File: src/rtl/uart_pkg.sv
// uart_pkg: shared FSM types and framing constants for the UART command endpoint
package uart_pkg;
  localparam int DATA_BITS = 8;
  localparam int CMD_BYTES = 3;
  typedef enum logic [1:0] {RX_IDLE, RX_START, RX_DATA, RX_STOP} rx_state_t;
  typedef enum logic {TX_IDLE, TX_SEND} tx_state_t;
endpackage

File: src/rtl/uart_comm_if.sv
// uart_comm_if: serial pins plus command/response handshake between host link and core
interface uart_comm_if;
  logic RX;
  logic TX;
  logic [23:0] cmd;
  logic cmd_rdy;
  logic clr_cmd_rdy;
  logic [7:0] resp_data;
  logic send_resp;
  logic resp_sent;
  modport slave(input RX, clr_cmd_rdy, resp_data, send_resp, output TX, cmd, cmd_rdy, resp_sent);
  modport master(output RX, clr_cmd_rdy, resp_data, send_resp, input TX, cmd, cmd_rdy, resp_sent);
endinterface

File: src/rtl/uart_rx.sv
// uart_rx: synchronized 8N1 receiver emitting a one-cycle rx_rdy per good byte
module uart_rx import uart_pkg::*; #(
  parameter int CLKS_PER_BIT = 2604
) (
  input  logic       clk,
  input  logic       rst,
  input  logic       rx,
  output logic [7:0] rx_data,
  output logic       rx_rdy
);
  localparam int CW = $clog2(CLKS_PER_BIT);
  rx_state_t state, state_nxt;
  logic rx_meta, rx_sync, rx_prev;
  logic [CW-1:0] baud_cnt;
  logic [3:0] bit_cnt;
  logic half, full;
  assign half = baud_cnt == CW'(CLKS_PER_BIT / 2);
  assign full = baud_cnt == CW'(CLKS_PER_BIT - 1);
  assign rx_rdy = state == RX_STOP && full && rx_sync;
  // two-flop synchronizer plus a delayed copy for falling-edge detection
  always_ff @(posedge clk or posedge rst)
    if (rst) {rx_meta, rx_sync, rx_prev} <= 3'b111;
    else {rx_meta, rx_sync, rx_prev} <= {rx, rx_meta, rx_sync};
  // rx state register
  always_ff @(posedge clk or posedge rst)
    if (rst) state <= RX_IDLE;
    else state <= state_nxt;
  // start bit is revalidated at mid-bit so short glitches fall back to idle
  always_comb begin
    state_nxt = state;
    unique case (state)
      RX_IDLE:  state_nxt = (rx_prev && !rx_sync) ? RX_START : RX_IDLE;
      RX_START: state_nxt = half ? (rx_sync ? RX_IDLE : RX_DATA) : RX_START;
      RX_DATA:  state_nxt = (full && bit_cnt == 4'(DATA_BITS - 1)) ? RX_STOP : RX_DATA;
      RX_STOP:  state_nxt = full ? RX_IDLE : RX_STOP;
    endcase
  end
  // counters restart on every state change and bit boundary; data shifts in LSB first
  always_ff @(posedge clk or posedge rst)
    if (rst) begin
      baud_cnt <= '0;
      bit_cnt <= '0;
      rx_data <= '0;
    end else begin
      baud_cnt <= (state == RX_IDLE || state != state_nxt || full) ? '0 : baud_cnt + 1'b1;
      bit_cnt <= state == RX_DATA ? bit_cnt + 4'(full) : '0;
      if (state == RX_DATA && full) rx_data <= {rx_sync, rx_data[7:1]};
    end
endmodule

File: src/rtl/uart_comm.sv
// uart_comm: host UART endpoint assembling 24-bit commands and sending 1-byte responses
module uart_comm import uart_pkg::*; #(
  parameter int CLKS_PER_BIT = 2604
) (
  input logic        clk,
  input logic        rst,
  uart_comm_if.slave bus
);
  localparam int CW = $clog2(CLKS_PER_BIT);
  logic [7:0] rx_data;
  logic rx_rdy;
  logic [1:0] byte_idx;
  tx_state_t tx_state, tx_state_nxt;
  logic [CW-1:0] tx_baud;
  logic [3:0] tx_bit;
  logic [9:0] tx_shift;
  logic tx_full, tx_last;
  uart_rx #(.CLKS_PER_BIT(CLKS_PER_BIT)) u_rx (
    .clk(clk), .rst(rst), .rx(bus.RX), .rx_data(rx_data), .rx_rdy(rx_rdy)
  );
  assign tx_full = tx_baud == CW'(CLKS_PER_BIT - 1);
  assign tx_last = tx_full && tx_bit == 4'd9;
  assign bus.TX = tx_shift[0];
  // command assembly; a clear restarts at byte 0 and keeps a byte landing in the same cycle
  always_ff @(posedge clk or posedge rst)
    if (rst) begin
      bus.cmd <= '0;
      bus.cmd_rdy <= 1'b0;
      byte_idx <= '0;
    end else if (bus.clr_cmd_rdy) begin
      bus.cmd_rdy <= 1'b0;
      byte_idx <= {1'b0, rx_rdy};
      if (rx_rdy) bus.cmd[23:16] <= rx_data;
    end else if (rx_rdy && !bus.cmd_rdy) begin
      bus.cmd[8 * (CMD_BYTES - 1 - int'(byte_idx)) +: 8] <= rx_data;
      bus.cmd_rdy <= byte_idx == 2'(CMD_BYTES - 1);
      byte_idx <= byte_idx == 2'(CMD_BYTES - 1) ? '0 : byte_idx + 1'b1;
    end
  // tx state register
  always_ff @(posedge clk or posedge rst)
    if (rst) tx_state <= TX_IDLE;
    else tx_state <= tx_state_nxt;
  // requests are only taken from idle; a frame ends after the full stop-bit period
  always_comb begin
    tx_state_nxt = tx_state;
    if (tx_state == TX_IDLE && bus.send_resp) tx_state_nxt = TX_SEND;
    if (tx_state == TX_SEND && tx_last) tx_state_nxt = TX_IDLE;
  end
  // shifter loads {stop, data, start} and backfills ones so the line idles high
  always_ff @(posedge clk or posedge rst)
    if (rst) begin
      tx_shift <= '1;
      tx_baud <= '0;
      tx_bit <= '0;
      bus.resp_sent <= 1'b0;
    end else begin
      bus.resp_sent <= tx_last;
      tx_baud <= (tx_state == TX_IDLE || tx_full) ? '0 : tx_baud + 1'b1;
      tx_bit <= tx_state == TX_IDLE ? '0 : tx_bit + 4'(tx_full);
      if (tx_state == TX_IDLE && bus.send_resp) tx_shift <= {1'b1, bus.resp_data, 1'b0};
      else if (tx_full) tx_shift <= {1'b1, tx_shift[9:1]};
    end
endmodule

File: src/flat_wrapper.sv
// flat-port wrapper written by rule: the top's interface ports become plain ports
module uart_comm_flat import uart_pkg::*;
#(
  parameter int CLKS_PER_BIT = 2604
)
  (clk, rst, bus_RX, bus_clr_cmd_rdy, bus_resp_data, bus_send_resp, bus_TX, bus_cmd, bus_cmd_rdy, bus_resp_sent);
  uart_comm_if bus_i ();
  input logic clk;
  input logic rst;
  input wire logic [$bits(bus_i.RX)-1:0] bus_RX;
  input wire logic [$bits(bus_i.clr_cmd_rdy)-1:0] bus_clr_cmd_rdy;
  input wire logic [$bits(bus_i.resp_data)-1:0] bus_resp_data;
  input wire logic [$bits(bus_i.send_resp)-1:0] bus_send_resp;
  output wire logic [$bits(bus_i.TX)-1:0] bus_TX;
  output wire logic [$bits(bus_i.cmd)-1:0] bus_cmd;
  output wire logic [$bits(bus_i.cmd_rdy)-1:0] bus_cmd_rdy;
  output wire logic [$bits(bus_i.resp_sent)-1:0] bus_resp_sent;
  assign bus_i.RX = bus_RX;
  assign bus_i.clr_cmd_rdy = bus_clr_cmd_rdy;
  assign bus_i.resp_data = bus_resp_data;
  assign bus_i.send_resp = bus_send_resp;
  assign bus_TX = bus_i.TX;
  assign bus_cmd = bus_i.cmd;
  assign bus_cmd_rdy = bus_i.cmd_rdy;
  assign bus_resp_sent = bus_i.resp_sent;
  uart_comm #(.CLKS_PER_BIT(CLKS_PER_BIT)) u_core (.clk(clk), .rst(rst), .bus(bus_i));
endmodule
File: config.mk
export PLATFORM = sky130hd
export DESIGN_NAME = uart_comm_flat
export DESIGN_NICKNAME = d
export VERILOG_FILES = /design/src/rtl/uart_pkg.sv /design/src/rtl/uart_comm_if.sv /design/src/rtl/uart_rx.sv /design/src/rtl/uart_comm.sv /design/src/flat_wrapper.sv
export SDC_FILE = /design/constraint.sdc
export NUM_CORES = 1
export LEC_CHECK = 0
export CORE_MARGIN = 3
export CORE_UTILIZATION = 56
export DETAILED_ROUTE_END_ITERATION = 7
export PLACE_DENSITY = 0.77
export SLEW_MARGIN = 10
export SYNTH_ARGS = -nofsm -noshare
export SYNTH_HDL_FRONTEND = slang
export SYNTH_HIERARCHICAL = 1
export SYNTH_SLANG_ARGS = --single-unit
File: constraint.sdc
create_clock -name clk -period 3 [get_ports clk]
set_clock_uncertainty 0.1 [all_clocks]
set_input_delay 0.45 -clock clk [delete_from_list [all_inputs] [get_ports clk]]
set_output_delay 0.45 -clock clk [all_outputs]
set_load 0.01 [all_outputs]
; Word-level counts from Yosys, hierarchy flattened
; Index checks and enable logic that the tools add are counted.
[op_classes]
n_addsub = 7
n_bitwise = 2
n_reduce_logical = 20
n_eq_ne = 11
shift = 2
n_mux = 23
[op_table]
columns = operator, count
row1 = 32-bit negator with 33-bit output, 1
row2 = "8-bit by 33-bit variable shift with 24-bit output, first input constant", 1
row3 = 8-bit by 33-bit variable part select with 24-bit output, 1
row4 = "12-bit by 1-bit adder with 12-bit output, second input constant", 2
row5 = 24-bit bitwise mux, 1
row6 = "12-bit equality test, second input constant", 2
row7 = 12-bit two-way mux, 2
row8 = 24-bit two-way mux, 1
row9 = 10-bit two-way mux, 2
row10 = 8-bit two-way mux, 2
row11 = "12-bit by 11-bit equality test with 1-bit output, second input constant", 1
row12 = 2-bit two-way mux, 6
row13 = 1-bit logical AND, 9
row14 = 4-bit by 1-bit adder with 4-bit output, 2
row15 = 4-bit two-way mux, 2
row16 = 2-bit one-hot mux with 4 select lines, 1
row17 = "2-bit equality test, second input constant", 3
row18 = 1-bit two-way mux, 6
row19 = 2-bit nonzero test, 3
row20 = "4-bit by 3-bit equality test with 1-bit output, second input constant", 1
row21 = "4-bit equality test, second input constant", 1
row22 = 2-bit AND reduction, 2
row23 = 1-bit logical OR, 3
row24 = "2-bit by 2-bit subtractor with 3-bit output, first input constant", 1
row25 = 7 further kinds, 9
[totals]
in_bits = 13
elab_cells = 81
out_inout_bits = 27
ff_bits = 84

; Longest topological paths before layout
[depth]
word_depth = 8
mapped_depth = 9
mapped_depth_nobuf = 8

; Modules after synthesis
; The synthesis kept the hierarchy.
[modules_own_cells]
columns = mod, cells_each, n_inst, seq_area_each_um2, area_per_inst_um2
row1 = uart_comm, 208, 1, 1362.6, 2459.9
row2 = uart_rx, 115, 1, 729.4, 1403.8

; Worst setup path after synthesis
; OpenSTA, ideal clock, no wires.
[synth_timing]
kind = reg2reg
start = register u_core.u_rx.baud_cnt[2]
end = register u_core.bus.cmd[0]
period_less_slack_ns = 2.429
stages_incl_launch_ff = 10
setup_ns = 0.067
slack_ns = 0.571
arrival_ns = 2.262
n_path_buf = 1
required_time_ns = 2.833
path_cell_list = dfrtp_1 -> nor4b_2 -> and4_1 -> buf_6 -> nand2_1 -> nor3_1 -> nor3b_4 -> nand2_4 -> nor4b_4 -> a22o_1
[synth_between]
elab_chain_len = 5
[synth_lines]
columns = item, line
row1 = start: declaration, uart_rx.sv:14  ; logic [CW-1:0] baud_cnt;
row2 = start signal: assignment, uart_rx.sv:45  ; baud_cnt <= (state == RX_IDLE || state != state_nxt || full) ? '0 : baud_cnt + 1'b1;
row3 = 12-bit equality test, uart_rx.sv:18  ; assign full = baud_cnt == CW'(CLKS_PER_BIT - 1);
row4 = 1-bit logical AND (2 in a row), uart_rx.sv:19  ; assign rx_rdy = state == RX_STOP && full && rx_sync;
row5 = net u_core.rx_rdy, uart_comm.sv:11  ; logic rx_rdy;
row6 = 1-bit logical AND, uart_comm.sv:34  ; end else if (rx_rdy && !bus.cmd_rdy) begin
row7 = 2-bit AND reduction (no line), --
row8 = end signal: indexed assignment, uart_comm.sv:35  ; bus.cmd[8 * (CMD_BYTES - 1 - int'(byte_idx)) +: 8] <= rx_data;
row9 = end: declaration, uart_comm_if.sv:11  ; modport slave(input RX, clr_cmd_rdy, resp_data, send_resp, output TX, cmd, cmd_rdy, resp_sent);
; The timed path passes the listed nets, and every way through them passes these cells.
; A chain may end at the register's enable or synchronous reset.

; Worst setup path in the final report
[layout_timing]
start = register u_core.u_rx.baud_cnt[2]
end = register u_core.bus.cmd[1]
; Same word-level chain as after synthesis.

==> flow_results.xml <==
<?xml version="1.0" encoding="UTF-8"?>
<metrics>
  <group name="layout">
    <metric name="final_nets" unit="">394</metric>
    <metric name="finalNonFillerCells" unit="">451</metric>
    <metric name="antenna_cells" unit="">0</metric>
    <metric name="layout-drive-gt1-share" unit="">0.155</metric>
    <metric name="final_core_utilization" unit="">0.690</metric>
    <metric name="final_area" unit="um2">4510</metric>
    <metric name="area_delta_synth_final" unit="%">16.7</metric>
  </group>
  <group name="clocking">
    <metric name="insertion_delay" unit="ns">0.34</metric>
    <metric name="cts_num_sinks" unit="">83</metric>
    <metric name="cts.repair.resized" unit="">0</metric>
    <metric name="post-cts-setup-buffer-count" unit="">0</metric>
    <metric name="tritoncts_clock_tree" unit="">yes</metric>
    <metric name="cts_buffers" unit="">9</metric>
    <metric name="cts-htree-levels" unit="">3</metric>
    <metric name="max-clock-path-buffers" unit="">2</metric>
    <metric name="ctsRootBufferMaster" unit="">sky130_fd_sc_hd__clkbuf_8</metric>
    <metric name="worst_path_clk_slew" unit="ns">0.08</metric>
    <metric name="post_cts_hold_buffer_count" unit="">0</metric>
  </group>
  <group name="setup_path">
    <metric name="critical_path_class" unit="">reg -&gt; reg</metric>
    <metric name="required" unit="ns">3.17</metric>
    <metric name="ff2ff_path_depth" unit="">8</metric>
    <metric name="crit-reg2reg-capture" unit="">u_core/bus.cmd[1]$_DFFE_PP0P_</metric>
    <metric name="r2r_setup_slk" unit="ns">0.35</metric>
    <metric name="crit_path_cell_trace" unit="">nor4b_2 &gt; and4_1 &gt; nand2_1 &gt; nor3_1 &gt; nor3b_4 &gt; nand2_4 &gt; nor4b_4 &gt; a22o_1</metric>
    <metric name="worstReg2RegStart" unit="">u_core/u_rx/baud_cnt[2]$_DFF_PP0_</metric>
    <metric name="crit_fanout" unit="">10</metric>
    <metric name="endpoint" unit="">u_core/bus.cmd[1]$_DFFE_PP0P_</metric>
    <metric name="arrival" unit="ns">2.82</metric>
    <metric name="startpoint_type" unit="">register</metric>
    <metric name="critPathLaunch" unit="">u_core/u_rx/baud_cnt[2]$_DFF_PP0_</metric>
    <metric name="cpMaxStageDelayCell" unit="">sky130_fd_sc_hd__dfrtp_1</metric>
    <metric name="critical-path-max-stage-delay" unit="ns">0.46</metric>
    <metric name="worst_setup_path_end_kind" unit="">register</metric>
  </group>
  <group name="logic_synthesis">
    <metric name="synth_area_leader_cell" unit="">sky130_fd_sc_hd__dfrtp_1</metric>
    <metric name="mappedNetlistArea" unit="um2">3860</metric>
    <metric name="number_of_warnings_printed_during_yosys_synthesis" unit="">6</metric>
    <metric name="synth.net_count" unit="">348</metric>
    <metric name="yosys_register_bits" unit="">83</metric>
    <metric name="yosysSeqAreaShare" unit="">0.541</metric>
    <metric name="yosys.area.top_type_share" unit="">0.460</metric>
    <metric name="ys_types" unit="">54</metric>
    <metric name="syn-mean-instance-area" unit="um2">12.0</metric>
    <metric name="post_synth_main_area_contributors" unit="">sky130_fd_sc_hd__dfrtp_1, sky130_fd_sc_hd__dfstp_2, sky130_fd_sc_hd__nor2_1, sky130_fd_sc_hd__mux2i_1, sky130_fd_sc_hd__ha_1</metric>
    <metric name="synth_cells" unit="">323</metric>
  </group>
  <group name="floorplanning">
    <metric name="io_pins" unit="">40</metric>
    <metric name="placementRows" unit="">29</metric>
    <metric name="fp.dieW" unit="um">89.1</metric>
    <metric name="die_area" unit="um2">7930</metric>
    <metric name="fp.coreArea" unit="um2">6530</metric>
    <metric name="chipHeight" unit="um">89.1</metric>
    <metric name="floorplan.initialDensity" unit="">0.592</metric>
  </group>
  <group name="drt">
    <metric name="postRouteAntennaNets" unit="">0</metric>
    <metric name="route.detailed.wl_per_inst" unit="um">15.7</metric>
    <metric name="drt_via_density" unit="">5.60</metric>
    <metric name="detail_route.first_pass.iterations" unit="">4</metric>
    <metric name="via_count_of_the_routed_design" unit="">2524</metric>
    <metric name="drt_iter0_drc" unit="">147</metric>
    <metric name="drc_errors" unit="">0</metric>
    <metric name="wire_length_after_detailed_routing" unit="mm">7.06</metric>
  </group>
  <group name="power_and_ir_drop">
    <metric name="leakage" unit="nW">2.13</metric>
    <metric name="pwr-share-seq" unit="">0.570</metric>
    <metric name="total_power_divided_by_cell_area" unit="nW/um2">491</metric>
    <metric name="internal_power_contribution" unit="mW">1.66</metric>
    <metric name="max-vdd-ir-drop" unit="mV">0.332</metric>
    <metric name="power.switching" unit="uW">559</metric>
    <metric name="share_comb_of_total_power" unit="">0.081</metric>
    <metric name="p_total" unit="mW">2.22</metric>
    <metric name="power.share.clock" unit="">0.349</metric>
    <metric name="power_switching_share" unit="">0.252</metric>
  </group>
  <group name="global_route">
    <metric name="grt_pass1_vias" unit="">2516</metric>
    <metric name="maximum_number_of_pins_on_one_net_before_global_route_repair" unit="">30</metric>
    <metric name="grt_first_pass_wirelength" unit="mm">12.2</metric>
    <metric name="overflow" unit="">0</metric>
    <metric name="grtUsageTotal" unit="">0.201</metric>
    <metric name="antenna_found_initial" unit="">0</metric>
  </group>
  <group name="sta">
    <metric name="endpoints_failing_setup" unit="">0</metric>
    <metric name="timing.final.hold_violations" unit="">0</metric>
    <metric name="post-route-worst-setup-slack" unit="ns">0.353</metric>
    <metric name="timing.setup.tns" unit="ns">0</metric>
    <metric name="hold-worst-slack" unit="ns">0.268</metric>
    <metric name="rsz_0062_raised_after_global_routing" unit="">false</metric>
    <metric name="fin_crit" unit="ns">2.65</metric>
    <metric name="report.final.slew_viol_count" unit="">0</metric>
    <metric name="worst_pin_slew" unit="ns">0.625</metric>
    <metric name="slew-limit-headroom" unit="">0.583</metric>
    <metric name="min_period_over_period" unit="">0.882</metric>
    <metric name="timing.fmax" unit="MHz">378</metric>
  </group>
  <group name="placed_design">
    <metric name="post-place-ws" unit="ns">0.387</metric>
    <metric name="buffer_ports.inserted" unit="">39</metric>
    <metric name="place_area" unit="um2">4320</metric>
    <metric name="placed_cells_incl_taps" unit="">435</metric>
    <metric name="hpwl" unit="mm">5.15</metric>
    <metric name="gpl.final_weighted_congestion" unit="">0.853</metric>
  </group>
  <group name="worst_hold_path">
    <metric name="hold_path.class" unit="">reg -&gt; reg</metric>
  </group>
  <group name="job">
    <metric name="maxCapViolCount" unit="">0</metric>
  </group>
  <group name="outcome">
    <metric name="status" unit="">completed</metric>
  </group>
</metrics>
synth_stat cells (all sizes together):
library cell / n
nor3b: 2
nor4b: 3
and3b: 1
or2: 1
xnor2: 9
a311oi: 1
and4b: 1
nand2b: 3
inv: 12
nand4: 10
a21o: 1
and4bb: 2
nor3: 3
and2: 8
o2bb2ai: 1
a22o: 16
nand3: 17
nor2b: 1
a21oi: 8
mux2: 8
or3: 2
dfstp: 12
nor2: 49
and3: 1
o21ai: 7
a31oi: 1
dfrtp: 71
a41o: 1
xor2: 15
and4: 4
or4: 1
nand2: 12
mux2i: 16
nand3b: 1
buf: 8
ha: 12
clkbuf: 1
nor4bb: 1
worst max-delay path, delay by kind of cell (launching register included):
| family | cells | cell delay, ns |
|---|---|---|
| simple gates | 7 | 1.81 |
| flops | 1 | 0.46 |
| compound gates | 1 | 0.21 |
cell usage in the layout (no fill, tap or decap), types with 2 or more instances in the layout:
cell type,count
sky130_fd_sc_hd__a21oi_1,7
sky130_fd_sc_hd__a22o_1,16
sky130_fd_sc_hd__and2_1,8
sky130_fd_sc_hd__and4_2,3
sky130_fd_sc_hd__buf_4,5
sky130_fd_sc_hd__clkbuf_8,9
sky130_fd_sc_hd__clkdlybuf4s50_1,39
sky130_fd_sc_hd__clkinvlp_4,3
sky130_fd_sc_hd__dfrtp_1,71
sky130_fd_sc_hd__dfstp_2,12
sky130_fd_sc_hd__ha_1,12
sky130_fd_sc_hd__inv_1,11
sky130_fd_sc_hd__mux2_4,8
sky130_fd_sc_hd__mux2i_1,16
sky130_fd_sc_hd__nand2_1,9
sky130_fd_sc_hd__nand2b_1,3
sky130_fd_sc_hd__nand3_1,17
sky130_fd_sc_hd__nand4_1,9
sky130_fd_sc_hd__nor2_1,47
sky130_fd_sc_hd__nor2_2,2
sky130_fd_sc_hd__nor3_1,3
sky130_fd_sc_hd__o21ai_0,6
sky130_fd_sc_hd__xnor2_1,9
sky130_fd_sc_hd__xor2_1,15
logic make-up (layout without fill, tap and decap cells):
group / after synthesis / in the layout / share of synthesized area
xor+xnor: 24 / 24 / 0.0544
fa+ha+maj: 12 / 12 / 0.0389
flops: 83 / 83 / 0.541
simple gates: 123 / 123 / 0.190
compound gates: 36 / 36 / 0.0722
buf+inv: 21 / 72 / 0.0301
mux: 24 / 24 / 0.0725
worst min path at each step:
stage	startpoint	end	slack [ns]	cells past startpoint
2_1_floorplan	u_core/u_rx/rx_meta$_DFF_PP1_	u_core/u_rx/rx_sync$_DFF_PP1_	0.25	0
3_3_place_gp	u_core/u_rx/rx_meta$_DFF_PP1_	u_core/u_rx/rx_sync$_DFF_PP1_	0.25	0
3_5_place_dp	u_core/u_rx/rx_meta$_DFF_PP1_	u_core/u_rx/rx_sync$_DFF_PP1_	0.26	0
4_1_cts	u_core/u_rx/rx_meta$_DFF_PP1_	u_core/u_rx/rx_sync$_DFF_PP1_	0.27	0
5_1_grt	u_core/u_rx/rx_meta$_DFF_PP1_	u_core/u_rx/rx_sync$_DFF_PP1_	0.27	0
6_report	u_core/u_rx/rx_meta$_DFF_PP1_	u_core/u_rx/rx_sync$_DFF_PP1_	0.27	0
power by group through the flow:
stage                     clock network, mW  logic [mW]  registers, mW
after global routing                  0.848       0.206           1.28
after CTS                             0.797       0.184           1.26
after global placement                    0       0.177           1.28
after detailed placement                  0       0.182           1.28
after floorplan                           0       0.136           1.26
final                                 0.772       0.180           1.26
state kept, by name (all words and copies together) (netlist names):
signal / flops
u_core/tx_bit: 4
u_core/bus.cmd: 24
u_core/u_rx/bit_cnt: 4
u_core/tx_baud: 12
u_core/tx_state: 1
u_core/u_rx/rx_sync: 1
u_core/u_rx/baud_cnt: 12
u_core/u_rx/rx_data: 8
u_core/tx_shift: 9
u_core/bus.resp_sent: 1
u_core/u_rx/state: 2
u_core/byte_idx: 2
u_core/bus.cmd_rdy: 1
u_core/u_rx/rx_meta: 1
u_core/u_rx/rx_prev: 1
final cells by class:
class                           instances  area [um2]
Sequential cell                        83        2090
Multi-Input combinational cell        219        1660
Tap cell                               77        96.3
Clock inverter                          6        65.1
Fill cell                             493        2020
Inverter                               12        45.0
Clock buffer                           10         128
Timing Repair Buffer                   44         428
per-layer routing:
layer,wire [um],GRT usage
met1,3380,0.269
met2,3420,0.327
met3,191,0.0415
met4,68,0.0690
met5,0,0
(Power assumes the default switching activity.)
